[config.mk]
export PLATFORM = sky130hd
export DESIGN_NAME = draw_fb_writer
export DESIGN_NICKNAME = d
export VERILOG_FILES = /design/src/rtl/draw_fb_writer.sv
export SDC_FILE = /design/constraint.sdc
export NUM_CORES = 1
export LEC_CHECK = 0
export ABC_AREA = 1
export ABC_CLOCK_PERIOD_IN_PS = 2300
export CORE_MARGIN = 1.5
export CORE_UTILIZATION = 57
export DETAILED_ROUTE_END_ITERATION = 16
export DONT_BUFFER_PORTS = 1
export PLACE_DENSITY = 0.85
export SYNTH_ARGS = -nofsm -noshare
export SYNTH_HDL_FRONTEND = slang
export SYNTH_SLANG_ARGS = --single-unit
export TNS_END_PERCENT = 10
[constraint.sdc]
create_clock -name clk -period 2.3 [get_ports clk]
set_input_delay 0.46 -clock clk [delete_from_list [all_inputs] [get_ports clk]]
set_output_delay 0.46 -clock clk [all_outputs]
set_load 0.02 [all_outputs]
[src/rtl/draw_fb_writer.sv]
// Framebuffer write stage: clips the draw engine's pixel stream, forms y*WIDTH+x addresses,
// issues writes under fb_ready backpressure and pulses done once a request has fully drained.
module draw_fb_writer #(
    parameter int CORDW  = 16,
    parameter int WIDTH  = 160,
    parameter int HEIGHT = 120,
    parameter int COLRW  = 4,
    parameter int ADDRW  = $clog2(WIDTH*HEIGHT)
) (
    input  logic                    clk,
    input  logic                    rst,
    input  logic signed [CORDW-1:0] x,
    input  logic signed [CORDW-1:0] y,
    input  logic                    drawing,
    input  logic                    draw_done,
    input  logic        [COLRW-1:0] colr,
    output logic                    oe,
    output logic                    fb_we,
    output logic        [ADDRW-1:0] fb_addr,
    output logic        [COLRW-1:0] fb_colr,
    input  logic                    fb_ready,
    output logic                    busy,
    output logic                    done,
    output logic        [15:0]      clip_cnt
);
    localparam int XW = $clog2(WIDTH);
    localparam int YW = $clog2(HEIGHT);
    localparam logic signed [CORDW-1:0] X_LIM = CORDW'(WIDTH);
    localparam logic signed [CORDW-1:0] Y_LIM = CORDW'(HEIGHT);
    localparam logic signed [CORDW-1:0] ZERO  = '0;

    typedef enum logic [1:0] {IDLE, RUN, DRAIN} state_t;
    state_t state_q, state_d;

    logic v1_q, v2_q, v3_q, v1_d, v2_d, v3_d;
    // Tags mark pixels accepted during DRAIN; they belong to the following request.
    logic n1_q, n2_q, n3_q, n1_d, n2_d, n3_d;
    logic pend_q, pend_d;
    logic done_q, done_d;
    logic [15:0]      clip_q;
    logic [XW-1:0]    x1_q;
    logic [YW-1:0]    y1_q;
    logic [COLRW-1:0] c1_q, c2_q, c3_q;
    logic [ADDRW-1:0] a2_q, a3_q;
    logic advance, accept, in_bounds, old_clear, fire;

    assign advance   = !(v3_q && !fb_ready);
    assign accept    = drawing && advance;
    assign in_bounds = (x >= ZERO) && (x < X_LIM) && (y >= ZERO) && (y < Y_LIM);

    always_comb begin
        // NOTE: every signal written here gets a default first, so no latch can be inferred.
        v1_d = v1_q;
        v2_d = v2_q;
        v3_d = v3_q;
        n1_d = n1_q;
        n2_d = n2_q;
        n3_d = n3_q;
        if (advance) begin
            v1_d = accept && in_bounds;
            v2_d = v1_q;
            v3_d = v2_q;
            n1_d = (state_q == DRAIN);
            n2_d = n1_q;
            n3_d = n2_q;
        end
        // True when no pixel of the current request remains after this edge.
        old_clear = !(v1_d && !n1_d) && !(v2_d && !n2_d) && !(v3_d && !n3_d);
        pend_d    = pend_q || (accept && (state_q == DRAIN));
        fire      = 1'b0;
        state_d   = state_q;
        case (state_q)
            IDLE: begin
                if (draw_done) begin
                    if (old_clear) fire = 1'b1;
                    else           state_d = DRAIN;
                end else if (accept) begin
                    state_d = RUN;
                end
            end
            RUN: begin
                if (draw_done) begin
                    if (old_clear) fire = 1'b1;
                    else           state_d = DRAIN;
                end
            end
            DRAIN: begin
                if (old_clear) fire = 1'b1;
            end
            default: state_d = IDLE;
        endcase
        if (fire) begin
            state_d = pend_d ? RUN : IDLE;
            pend_d  = 1'b0;
            n1_d    = 1'b0;
            n2_d    = 1'b0;
            n3_d    = 1'b0;
        end
        done_d = fire;
    end

    // NOTE: state is updated with non-blocking assignments only; the datapath registers are
    // reset as well so fb_addr/fb_colr come out of reset at zero.
    always_ff @(posedge clk) begin
        if (rst) begin
            state_q <= IDLE;
            {v1_q, v2_q, v3_q} <= '0;
            {n1_q, n2_q, n3_q} <= '0;
            pend_q  <= 1'b0;
            done_q  <= 1'b0;
            clip_q  <= '0;
            x1_q    <= '0;
            y1_q    <= '0;
            c1_q    <= '0;
            c2_q    <= '0;
            c3_q    <= '0;
            a2_q    <= '0;
            a3_q    <= '0;
        end else begin
            state_q <= state_d;
            {v1_q, v2_q, v3_q} <= {v1_d, v2_d, v3_d};
            {n1_q, n2_q, n3_q} <= {n1_d, n2_d, n3_d};
            pend_q  <= pend_d;
            done_q  <= done_d;
            if (accept && !in_bounds && (clip_q != 16'hFFFF)) clip_q <= clip_q + 16'd1;
            if (advance) begin
                x1_q <= x[XW-1:0];
                y1_q <= y[YW-1:0];
                c1_q <= colr;
                a2_q <= ADDRW'(y1_q) * ADDRW'(WIDTH) + ADDRW'(x1_q);
                c2_q <= c1_q;
                a3_q <= a2_q;
                c3_q <= c2_q;
            end
        end
    end

    assign oe       = advance;
    assign fb_we    = v3_q;
    assign fb_addr  = a3_q;
    assign fb_colr  = c3_q;
    assign done     = done_q;
    assign clip_cnt = clip_q;
    assign busy     = (state_q != IDLE) || v1_q || v2_q || v3_q;
endmodule

Word level (Yosys, flattened, before mapping)
Cells that the tools add are included.
{"block": "word_totals", "word_cells": 78, "ff_bits": 83, "out_inout_bits": 39}
{"block": "classes", "mul": 1, "reduce_logical": 32, "addsub": 2, "n_lt_le_gt_ge": 4, "n_mux": 16, "n_eq_ne": 6}
{"operator": "$ge A16 B1 Y1 const B", "count": 2}
{"operator": "$add A16 B1 Y16 const B", "count": 1}
{"operator": "$lt A16 B8 Y1 const B", "count": 1}
{"operator": "$lt A16 B9 Y1 const B", "count": 1}
{"operator": "$ne A16 B16 Y1 const B", "count": 1}
{"operator": "$add A15 B8 Y15", "count": 1}
{"operator": "$logic_and A1 B1 Y1", "count": 14}
{"operator": "$mul A7 B3 Y10 const B", "count": 1}
{"operator": "$mux W2", "count": 5}
{"operator": "$logic_not A1 Y1", "count": 9}
{"operator": "$mux W1", "count": 9}
{"operator": "$pmux W2 S3", "count": 1}
{"operator": "$logic_or A1 B1 Y1", "count": 4}
{"operator": "$ne A4 B4 Y1 const B", "count": 1}
{"operator": "$reduce_or A2 Y1", "count": 2}
{"operator": "$ne A3 B3 Y1 const B", "count": 1}
{"operator": "$reduce_and A3 Y1", "count": 1}
{"operator": "$eq A2 B1 Y1 const B", "count": 1}
{"operator": "$eq A2 B2 Y1 const B", "count": 1}
{"operator": "$logic_not A2 Y1", "count": 1}
{"operator": "$ne A2 B2 Y1 const B", "count": 1}
{"operator": "$pmux W1 S2", "count": 1}
{"operator": "$reduce_bool A2 Y1", "count": 1}

Depth between registers and ports, before layout
{"block": "depth", "word_depth": 15, "ltp_mapped": 13, "mapped_depth_nobuf": 13}

Worst setup path after synthesis
OpenSTA, ideal clock, no wires.
{"block": "synth_path", "path_kind": "reg-to-reg", "startpoint": "reg y1_q[1]", "endpoint": "reg a2_q[12]", "slack_ns": -0.012, "synth_period_minus_slack_ns": 2.312, "setup_time_ns": 0.109, "stages_incl_launch_ff": 13, "arrival_ns": 2.204, "n_path_buf": 0, "t_required_ns": 2.191, "cell_sequence": "dfxtp_1 > ha_1 > ha_1 > inv_1 > fa_1 > inv_1 > nand2_1 > or2_2 > nor3_1 > or2_2 > nand3_1 > nand2_1 > inv_1"}
{"block": "synth_between", "elab_chain_len": 2}
{"element": "start: declaration", "line": "42", "rtl": "logic [YW-1:0] y1_q;"}
{"element": "start signal: assignment", "line": "128", "rtl": "y1_q <= y[YW-1:0];"}
{"element": "$mul A7 B3 Y10", "line": "130", "rtl": "a2_q <= ADDRW'(y1_q) * ADDRW'(WIDTH) + ADDRW'(x1_q);"}
{"element": "$add A15 B8 Y15", "line": "130"}
{"element": "end signal: assignment", "line": "130"}
{"element": "end: declaration", "line": "44", "rtl": "logic [ADDRW-1:0] a2_q, a3_q;"}
Every way passes these cells.
A chain may end at the register's enable or synchronous reset.

Final worst setup path
{"block": "layout_path", "startpoint": "reg y1_q[3]", "endpoint": "reg a2_q[13]"}
The elaborated chain is that of the path after synthesis.

==> impl_summary.txt <==
----------------------------------------------------
[Drt]
  Vias/cell ... 5.30
  WL/cell ... 12.6 µm
  Number of vias in the routed layout ... 3,331
  Starting DRC count in detailed routing ... 97
  Number of iterations in the first detailed-routing pass ... 4
  Final Routed Wirelength ... 7.92 mm
  Drt drc ... 0
  Number of nets with antenna violations after routing ... 0

[STA]
  Setup repair after global routing missed its margin ... yes
  Time the final worst path needs with I/O delays and setup ... 2200 ps
  Maximum clock rate ... 454 MHz
  Fin. max-slew vios ... 0
  Worst slew margin relative to its limit ... 68.8%
  Worst-case clock skew ... 8.07 ps
  Count of final setup violators ... 0
  Share of the cycle needed by the critical path after routing ... 95.7%
  Transition time at the pin with the least slew margin ... 463 ps
  Hold violation total from the final report ... 0

[Finish]
  Final design area excluding fillers ... 4350 µm²
  N_diodes ... 0
  Combined area of the multi-input logic cells ... 1980 µm²
  Nets@finish ... 600
  Register area ... 1670 µm²
  Post-synthesis to final-layout area growth ... 11.1%
  Filler cell count ... 576
  Share of cells above drive strength 1 ... 10.6%

[Power]
  Internal ... 2430 µW
  Comb pwr share ... 8.2%
  Proportion of total power due to net switching ... 22.3%
  Largest voltage drop on the vdd net ... 0.454 mV
  Leakage power ... 0.00206 µW
  Relative contribution of sequential cells to total power ... 49.6%
  Proportion of power drawn by the clock network ... 42.2%
  Sum of internal, switching and leakage power ... 3130 µW
  Power per cell area ... 720 nW/µm²
  Net Switching ... 701 µW

[Setup path]
  Launching element type of the critical path ... flop
  Most repeated library cell on the critical path ... nand2_1
  Critical path origin ... y1_q[3]$_SDFFE_PP0N_
  Peak fanout along the critical path ... 3
  CP max-delay cell ... dfxtp_4
  WP data arrival ... 2450 ps
  Endpoint type of the worst setup path ... flop
  Worst setup path class ... reg2reg
  Worst reg2reg startpoint ... y1_q[3]$_SDFFE_PP0N_
  Required arrival time at the worst endpoint ... 2550 ps
  Max stage delay on crit path ... 370 ps
  Ordered cell list for the critical path ... ha_4 -> ha_4 -> inv_2 -> fa_2 -> nand3b_1 -> nand2_1 -> xor2_1 -> inv_1 -> nand3b_1 -> xor2_1 -> nand2_1 -> nand2_1 -> inv_1

[Global route]
  Global-route wire length before repair ... 13.3 mm
  Initial antenna violation count ... 0
  Global-route congestion overflow total ... 0
  Number of global-route vias before repair ... 3,184
  Overall routing resource usage ... 22.4%
  Largest net degree at the start of global routing ... 54

[Hold path]
  Worst min path class ... in2reg
  Launch point of the worst hold path ... rst

[Place]
  Post-DP Area ... 4030 µm²
  Number of port buffers ... 0
  Routability Congestion ... 0.891
  Post-detailed-placement half-perimeter wirelength ... 5.68 mm

[Clock tree]
  CTS tree ... yes
  Total CTS buffers ... 9
  Clock latency at the later pin of the worst-skew pair ... 350 ps
  Worst-case clock buffer depth ... 2
  Reg clk slew, reported paths ... 80 ps
  Root buffer cell ... clkbuf_8
  Depth of the CTS H-tree ... 3
  CTS hold repair buffers ... 0
  Number of sinks driven by the clock tree ... 83

[Yosys]
  Flops & latches, synth ... 83
  Leading post-synthesis cells by cell area ... dfxtp_1, nor2_1, o21ai_0
  Syn Inst Count ... 540
  Dominant register cell in the synthesized netlist ... dfxtp_1
  Net count of the mapped netlist ... 597
  Proportion of synthesized chip area in sequential cells ... 42.4%
  Proportion of register bits with asynchronous set or reset after synthesis ... 0%
  Netlist cell types ... 35
  Synthesis warning total ... 0
  Area fraction of the dominant cell type after synthesis ... 42.4%
  Number of enable flip-flop cells after synthesis ... 0
  Combined area of all synthesized cells ... 3920 µm²
  Average cell area after synthesis ... 7.26 µm²
  Dominant cell type by area after synthesis ... dfxtp_1

[Die]
  Overall die area ... 7380 µm²
  Standard-cell rows ... 30
  Chip height ... 85.9 µm
  Starting utilization of the core area ... 58.3%
  Number of placed I/O pins ... 80
  Placeable core region ... 6720 µm²
  Die X ... 85.9 µm

[Run status]
  Outcome ... finished clean

[Job]
  Max-capacitance violation count ... 0

----------------------------------------------------
==> state kept, by name, summed over array words and instances, names as in the netlist <==
signal / cells
n1_q: 1
x1_q: 8
fb_addr: 15
n3_q: 1
state_q: 2
a2_q: 15
v1_q: 1
fb_we: 1
fb_colr: 4
y1_q: 7
c2_q: 4
pend_q: 1
v2_q: 1
clip_cnt: 16
c1_q: 4
n2_q: 1
done: 1
==> cells by family after synthesis <==
family	Yosys count	share of synthesized area, %
DFF	83	42.4
buffers and inverters	83	8.43
adders and majority gates	16	5.49
AOI/OAI and AO/OA	106	14.1
and+or+nand+nor	235	25.7
xor gates and xnor gates	17	3.80
==> Yosys cell counts (3+ instances only) <==
cell type	count
a21oi_1	28
buf_2	3
clkbuf_1	18
dfxtp_1	83
ha_1	14
inv_1	54
inv_2	4
nand2_1	58
nand2_2	3
nand3_1	22
nand4_1	4
nor2_1	124
nor2_4	3
nor3_1	9
o21ai_0	64
o21ai_1	4
o21bai_1	4
or2_2	3
xnor2_1	4
xor2_1	13
==> worst paths after layout <==
check / cells past startpoint / slack [ps] / to
worst max-delay path: 13 / 100 / a2_q[13]$_SDFFE_PP0N_
worst min-delay path: 1 / 170 / clip_cnt[13]$_SDFFE_PP0P_
worst max register to register: 13 / 100 / a2_q[13]$_SDFFE_PP0N_
worst min register to register: 2 / 480 / pend_q$_SDFF_PP0_
==> repair_timing <==
action	CTS	global route
resized for setup	3	10
pin swaps	0	7
endpoints found under the setup margin	2	4
setup buffers	0	1
==> layout by cell type, fill, tap and decap left out, types with 5 or more instances in the layout <==
master / count
dfxtp_1: 81
a21oi_1: 27
nor2_1: 124
nand3_1: 22
xor2_1: 12
nand2_1: 58
inv_1: 53
ha_1: 12
inv_2: 5
clkbuf_8: 9
o21ai_0: 64
nor3_1: 7
buf_4: 17
==> through the flow <==
step / instances / setup WS, ps / util (%) / TNS [ps] / hold slack (ps)
finish: 628 / 98.9 / 64.8 / 0 / 167
CTS: 627 / 5.03 / 64.0 / 0 / 156
global route: 628 / -57.5 / 64.8 / -57.5 / 153
detailed placement: 611 / -28.3 / 60.0 / -44.3 / 469
floorplan: 540 / 60.0 / - / 0 / 439
global placement: 611 / 50.1 / 60.0 / 0 / 457
==> power groups by stage <==
stage | Combinational [µW] | Clock [µW] | Sequential [µW]
floorplan | 184 | 0 | 1590
global placement | 224 | 0 | 1590
detailed placement | 237 | 0 | 1590
CTS | 243 | 1350 | 1560
global route | 293 | 1410 | 1560
finish | 256 | 1320 | 1560
==> layout make-up <==
| type | instances | share of cell area (%) |
|---|---|---|
| multi-input combinational | 374 | 45.6 |
| tap | 80 | 2.30 |
| sequential | 83 | 38.3 |
| clock inverter | 5 | 2.87 |
| inverter | 58 | 5.00 |
| timing repair buffer | 17 | 2.93 |
| clock buffer | 11 | 3.02 |
==> routing by layer <==
metal	vias up	part of all wire [%]	GRT usage (%)	wire length [µm]
met3	16	6.5	6.54	517
met2	97	49	39.7	3860
met1	1491	43	24.9	3390
met4	0	2.0	9.53	158
met5	-	0	0	0
li1	1727	-	-	-
==> critical path, delay by kind of cell, from the launching register on <==
family	cells	cell delay, ps
xor+xnor	2	320
fa+ha+maj	3	750
buf+inv	3	150
flops	1	370
simple gates	5	500
No activity file was read; power rests on OpenSTA's default activity.
